[config.mk]
export PLATFORM = sky130hd
export DESIGN_NAME = wb_trace_buffer
export DESIGN_NICKNAME = d
export VERILOG_FILES = /design/src/rtl/wb_trace_buffer.sv
export SDC_FILE = /design/constraint.sdc
export NUM_CORES = 2
export LEC_CHECK = 0
export CAP_MARGIN = 30
export CORE_AREA = 2 2 367 369
export DETAILED_ROUTE_END_ITERATION = 8
export DIE_AREA = 0 0 369 371
export GPL_TIMING_DRIVEN = 0
export HOLD_SLACK_MARGIN = 0.06
export PLACE_DENSITY = 0.75
export SLEW_MARGIN = 20
export SYNTH_ARGS = -nofsm -noshare
export SYNTH_HDL_FRONTEND = slang
export SYNTH_SLANG_ARGS = --single-unit
export TNS_END_PERCENT = 50
[constraint.sdc]
create_clock -name clk -period 14.5 [get_ports clk]
set_input_delay 2.9 -clock clk [delete_from_list [all_inputs] [get_ports clk]]
set_output_delay 2.9 -clock clk [all_outputs]
set_load 0.02 [all_outputs]
[src/rtl/wb_trace_buffer.sv]
// Trace FIFO for core architectural write events (GRF writebacks and DM stores), PC-tagged.
// Accepts up to two events per edge, presents the head first-word-fall-through over valid/ready.
module wb_trace_buffer #(
    parameter int unsigned DEPTH   = 16,
    parameter int unsigned DROP_R0 = 1
) (
    input  logic                     clk,
    input  logic                     reset,
    input  logic [31:0]              pc,
    input  logic                     grf_we,
    input  logic [4:0]               grf_addr,
    input  logic [31:0]              grf_wd,
    input  logic                     dm_we,
    input  logic [31:0]              dm_addr,
    input  logic [31:0]              dm_wd,
    output logic                     out_valid,
    input  logic                     out_ready,
    output logic                     out_kind,
    output logic [31:0]              out_pc,
    output logic [31:0]              out_addr,
    output logic [31:0]              out_data,
    output logic [$clog2(DEPTH):0]   level,
    output logic                     overflow,
    output logic [15:0]              drop_cnt
);

    localparam int unsigned AW = $clog2(DEPTH);

    logic          kind_mem [DEPTH];
    logic [31:0]   pc_mem   [DEPTH];
    logic [31:0]   addr_mem [DEPTH];
    logic [31:0]   data_mem [DEPTH];

    logic [AW-1:0] wptr_q, rptr_q, dm_slot;
    logic [AW:0]   level_q, level_d;
    logic          overflow_q;
    logic [15:0]   drop_q, drop_d;
    logic [16:0]   drop_sum;
    logic [1:0]    n_drop;
    logic [AW+1:0] free;
    logic          grf_req, dm_req, grf_acc, dm_acc, pop;

    always_comb begin
        grf_req = grf_we && !((DROP_R0 != 0) && (grf_addr == 5'd0));
        dm_req  = dm_we;
        pop     = (level_q != '0) && out_ready;
        // A pop on this edge frees a slot for a push on the same edge.
        free    = (AW+2)'(DEPTH) - (AW+2)'(level_q) + (AW+2)'(pop);
        grf_acc = grf_req && (free != '0);
        dm_acc  = dm_req && (free > (AW+2)'(grf_acc));
        dm_slot = wptr_q + AW'(grf_acc);
        n_drop  = 2'(grf_req && !grf_acc) + 2'(dm_req && !dm_acc);
        level_d = level_q + (AW+1)'(grf_acc) + (AW+1)'(dm_acc) - (AW+1)'(pop);
        drop_sum = {1'b0, drop_q} + 17'(n_drop);
        drop_d  = drop_sum[16] ? 16'hFFFF : drop_sum[15:0];
    end

    always_ff @(posedge clk) begin
        if (grf_acc) begin
            kind_mem[wptr_q] <= 1'b0;
            pc_mem[wptr_q]   <= pc;
            addr_mem[wptr_q] <= {27'd0, grf_addr};
            data_mem[wptr_q] <= grf_wd;
        end
        if (dm_acc) begin
            kind_mem[dm_slot] <= 1'b1;
            pc_mem[dm_slot]   <= pc;
            addr_mem[dm_slot] <= dm_addr;
            data_mem[dm_slot] <= dm_wd;
        end
    end

    always_ff @(posedge clk or posedge reset) begin
        if (reset) begin
            wptr_q     <= '0;
            rptr_q     <= '0;
            level_q    <= '0;
            overflow_q <= 1'b0;
            drop_q     <= '0;
        end else begin
            wptr_q  <= wptr_q + AW'(grf_acc) + AW'(dm_acc);
            rptr_q  <= rptr_q + AW'(pop);
            level_q <= level_d;
            drop_q  <= drop_d;
            if (n_drop != 2'd0) begin
                overflow_q <= 1'b1;
            end
        end
    end

    always_comb begin
        out_valid = (level_q != '0);
        out_kind  = out_valid ? kind_mem[rptr_q] : 1'b0;
        out_pc    = out_valid ? pc_mem[rptr_q]   : 32'd0;
        out_addr  = out_valid ? addr_mem[rptr_q] : 32'd0;
        out_data  = out_valid ? data_mem[rptr_q] : 32'd0;
        level     = level_q;
        overflow  = overflow_q;
        drop_cnt  = drop_q;
    end

endmodule

# Word-level counts from Yosys, hierarchy flattened
# Memories as Yosys holds them, arrays and structs flattened.
# Cells that the tools add are included.
# totals
inputBits	138
n_memories	4
ram_bits	1552
register_bits	30
# mem_list
name	depth	word_bits	rd	rd_ports_with_merged_regs	wr	line_no	source
addr_mem	16	32	1	0	2	31	logic [31:0] addr_mem [DEPTH];
data_mem	16	32	1	0	2	32	logic [31:0] data_mem [DEPTH];
pc_mem	16	32	1	0	2	30	logic [31:0] pc_mem [DEPTH];
kind_mem	16	1	1	0	2	29	logic kind_mem [DEPTH];
# classes
muxes	9
add_sub_neg	10
n_reduce_logical	13
n_lt_le_gt_ge	1
# op_table
cell	n
2-to-1 mux 32 bit	3
adder 16 x 2 -> 17 bit	1
2-to-1 mux 16 bit	1
adder 4 x 1 -> 4 bit	3
adder 5 x 1 -> 5 bit	2
adder 6 x 1 -> 6 bit	1
greater-than comparator 6 x 1 -> 1 bit	1
logical AND 1 bit	6
nonzero test 6 bit	1
subtractor 5 x 5 -> 6 bit (first input constant)	1
zero test 5 bit	1
2-to-1 mux 1 bit	5
nonzero test 5 bit	1
subtractor 5 x 1 -> 5 bit	1
zero test 1 bit	3
adder 1 x 1 -> 2 bit	1
nonzero test 2 bit	1

# Longest topological paths before layout
# depth
depth_word	12
depth_mapped	27
depth_no_buf	24

# Worst setup path before layout
# No wires, ideal clock.
# synth_timing
path_type	input -> register
from	input out_ready
to	memory addr_mem[0][0] (enable)
setup_ps	684
required_time_ps	13816
setup_slack_ps	1490
t_arrival_ps	12326
stages	12
path_cell_list	nand2_1 > ha_1 > nand2b_1 > xnor2_1 > a31oi_1 > buf_2 > ha_1 > ha_1 > nor3b_1 > o31ai_4 > clkbuf_1 > o21ai_0
# synth_lines
element	line_no	source
from (decl)	17	input logic out_ready,
to (decl)	31	

==> impl_metrics.yaml <==
timing:
  fmax_mhz: 116
  period_needed_ps: 8590
  rsz0062_at_grt: "false"
  finalHoldViolCount: 0
  fin_crit_sh_pct: 59.2
  worstMarginPinSlew_ps: 1070
  setup_viol: 0
  layout_setup_ws_ps: 5910
  hold_slack_ps: 455
  skew_ps: 38.7
  maxSlewHeadroom_pct: 28.7
  drv_slew: 0
synth:
  synthesis.area_um2: 69900
  synth_area_per_cell_um2: 17.6
  seq_area_frac_synth_pct: 67.5
  synth_top_family_by_area: "multiplexers"
  synth.distinct_cells: 50
  synth-xor-area-share_pct: 0.315
  ys_seq_elements: 1582
  ys_async_sr_fraction_pct: 1.90
  synthSimpleGateAreaFrac_pct: 3.84
  synth_compound_area_share_pct: 3.34
  yosys_most_used_dff: "edfxtp_1"
  synthAdderAreaFrac_pct: 0.444
  synth-edff-count: 1536
  synthMuxAreaShare_pct: 22.1
  yosys_warnings: 0
  syn-num-nets: 4131
  netlist_instances: 3970
pwr:
  switching_share_pct: 35.9
  seqPwrFrac_pct: 35.7
  p_comb_share_pct: 41.1
  clock_power_share_pct: 23.2
  power_density_nw_per_um2: 220
  internal_power_mw: 11.6
  peakVddDrop_v: 0.000175
  p_switching_mw: 6.50
  p_leak_nw: 26.5
layout:
  areaGrowthSynthToFinish_pct: 17.8
  final_cells: 6398
  fin_area_um2: 82400
  drive_gt1_share_pct: 27.7
  fin_nets: 4647
  fin_util_pct: 62.0
grt:
  track_usage_pct: 28.9
  antenna_found_initial: 22
  grt_pass1_wl_um: 285000
  overflow: 0
  grt_max_degree: 40
  grt_pass1_vias: 41700
worst_setup_path:
  crit_fanout: 39
  cp_common_cell: "ha_1"
  startpoint_type: "input port"
  crit_required_ps: 14990
  cp_slowest_cell: "a31oi_1"
  path_cells: "clkdlybuf4s50_1, nand2_1, ha_1, nand2b_1, xnor2_1, a31oi_1, buf_2, ha_1, ha_1, clkbuf_1, nand2_1, o2bb2ai_1, buf_2, nor2b_1, buf_4, buf_6, nand2b_4, buf_16, buf_16"
  end_kind: "flop"
  r2r_setup_slack_ps: 6410
  crit_type: "in2reg"
  worstPathArrival_ps: 9080
  slowest_delay_ps: 650
clocking:
  cts_sinks: 1582
  numCtsBuffers: 162
  postCtsSetupBuffers: 0
  cts_hold_buf: 0
  clock_path_buffers: 3
  cts_tree: "built"
  root_buffer: "clkbuf_16"
  clkLatencyLatePin_ps: 840
  cts_htree_levels: 4
  path_clk_slew_ps: 60
  postCtsResizedCells: 0
place:
  gp_congestion: 0.836
  place_area_um2: 77000
  dp_worst_setup_slack_ps: 5300
  dp.cells: 6087
  hpwlAfterDp_um: 129000
  portBuffers: 257
floorplanning:
  coreArea_um2: 133000
  die_y_um: 371
  die_x_um: 369
  start_util_pct: 52.7
  die-area_um2: 137000
  pin_count: 258
  row_count: 134
outcome:
  outcome: "completed"
route:
  wl_per_cell_um: 30.8
  antenna_left: 0
  routed_wl_um: 197000
  drtPass1Iterations: 6
  vias_per_cell: 6.44
  drt_iter0_drc: 5568
  post-route-drc-count: 0
  vias: 41200
worst_hold_path:
  hold_path.class: "reg2reg"
run:
  max_cap_viol_count: 0
## cells in the mapped netlist, drive strengths merged, types with 4 or more instances
cell type	instances	area share, %
xnor2	13	0.19
ha	20	0.36
inv	17	0.091
o21ai	11	0.079
nor2b	12	0.11
nor2	454	2.4
dfxtp	16	0.46
edfxtp	1536	66
a21o	13	0.14
nand4	12	0.11
mux2	593	9.7
buf	158	1.3
mux4	388	12
nand2	130	0.70
o31ai	4	0.12
or3	4	0.043
a21oi	101	0.72
nand2b	8	0.072
nand3	22	0.19
and2	4	0.036
dfrtp	30	1.1
xor2	10	0.13
a21bo	4	0.057
clkbuf	186	1.0
a22oi	195	2.1
## through the flow
stage	TNS, ps	power [mW]
global placement	-8458340	13.8
detailed placement	0	13.9
finish	0	18.1
floorplan	0	10.8
global route	0	18.7
CTS	0	18.1
## critical path: cells and delay by family
| family | cells | cell delay [ps] |
|---|---|---|
| simple gates | 5 | 1410 |
| xor+xnor | 1 | 200 |
| fa+ha+maj | 3 | 620 |
| buf+inv | 8 | 2870 |
| compound gates | 2 | 990 |
## cells in the final DEF (no fill, tap or decap), types with 16 or more instances in the layout
cell             count
buf_12              17
bufinv_16           16
edfxtp_1          1536
a22oi_1            195
buf_1               28
mux2_1             195
clkbuf_1           214
inv_1               16
nor2_1             453
a21oi_1            101
buf_2               99
clkinv_2            27
nand3_1             18
dfxtp_1             16
ha_1                20
buf_6               31
clkdlybuf4s50_1    257
mux4_2             388
clkinv_1            32
clkbuf_16          163
mux2_2             379
dfrtp_1             30
buf_16              56
nand2_1            126
mux2_4              19
## layer usage
metal | vias to the layer above | share of wire (%) | GRT usage [%]
li1 | 16900 | - | -
met1 | 21300 | 36 | 38.4
met3 | 454 | 12 | 7.61
met4 | 26 | 4.0 | 12.0
met5 | - | 0.080 | 0
met2 | 2615 | 48 | 45.7
## registers in the layout (all words and copies together), names as in the netlist
signal and count:
kind_mem 16, drop_cnt 16, wptr_q 4, data_mem 512, rptr_q 4, pc_mem 512, overflow 1, addr_mem 512
level 5
## logic make-up (layout without fill, tap and decap cells)
group | after synthesis | after routing
flip-flops | 1582 | 1582
multiplexers | 981 | 981
AND/OR/NAND/NOR | 661 | 661
buffers and inverters | 361 | 1009
AO/OA/AOI/OAI | 339 | 339
adder cells (fa/ha/maj) | 23 | 23
XOR/XNOR | 23 | 23
other | 0 | 12
## path summary, 6_finish.rpt
path,start,to,cells after the start
worst max-delay path,out_ready,pc_mem[11][12],19
worst min-delay path,kind_mem[10],kind_mem[10],1
worst max register to register,level[3],pc_mem[11][12],25
min in group asynchronous,reset,drop_cnt[5],2
max in group asynchronous,reset,level[3],3
worst min register to register,kind_mem[10],kind_mem[10],1
## power groups by stage
stage	clock, mW	combinational, mW	sequential [mW]
floorplan	0	4.13	6.68
global placement	0	6.78	7.01
detailed placement	0	7.34	6.54
CTS	4.22	7.39	6.45
global route	4.39	7.75	6.52
finish	4.19	7.43	6.45
## area by class of cell
| cell class | instances | area, µm² |
|---|---|---|
| multi-input cells | 2027 | 21200 |
| repair buffers | 352 | 4730 |
| clock inverters | 97 | 1040 |
| clock buffers | 199 | 4240 |
| flip-flops and latches | 1582 | 47200 |
| diodes | 12 | 30.0 |
| inverters | 17 | 63.8 |
| well taps | 1768 | 2210 |
| plain buffers | 344 | 1640 |
| fillers | 9310 | 50400 |
(Power assumes the default switching activity.)
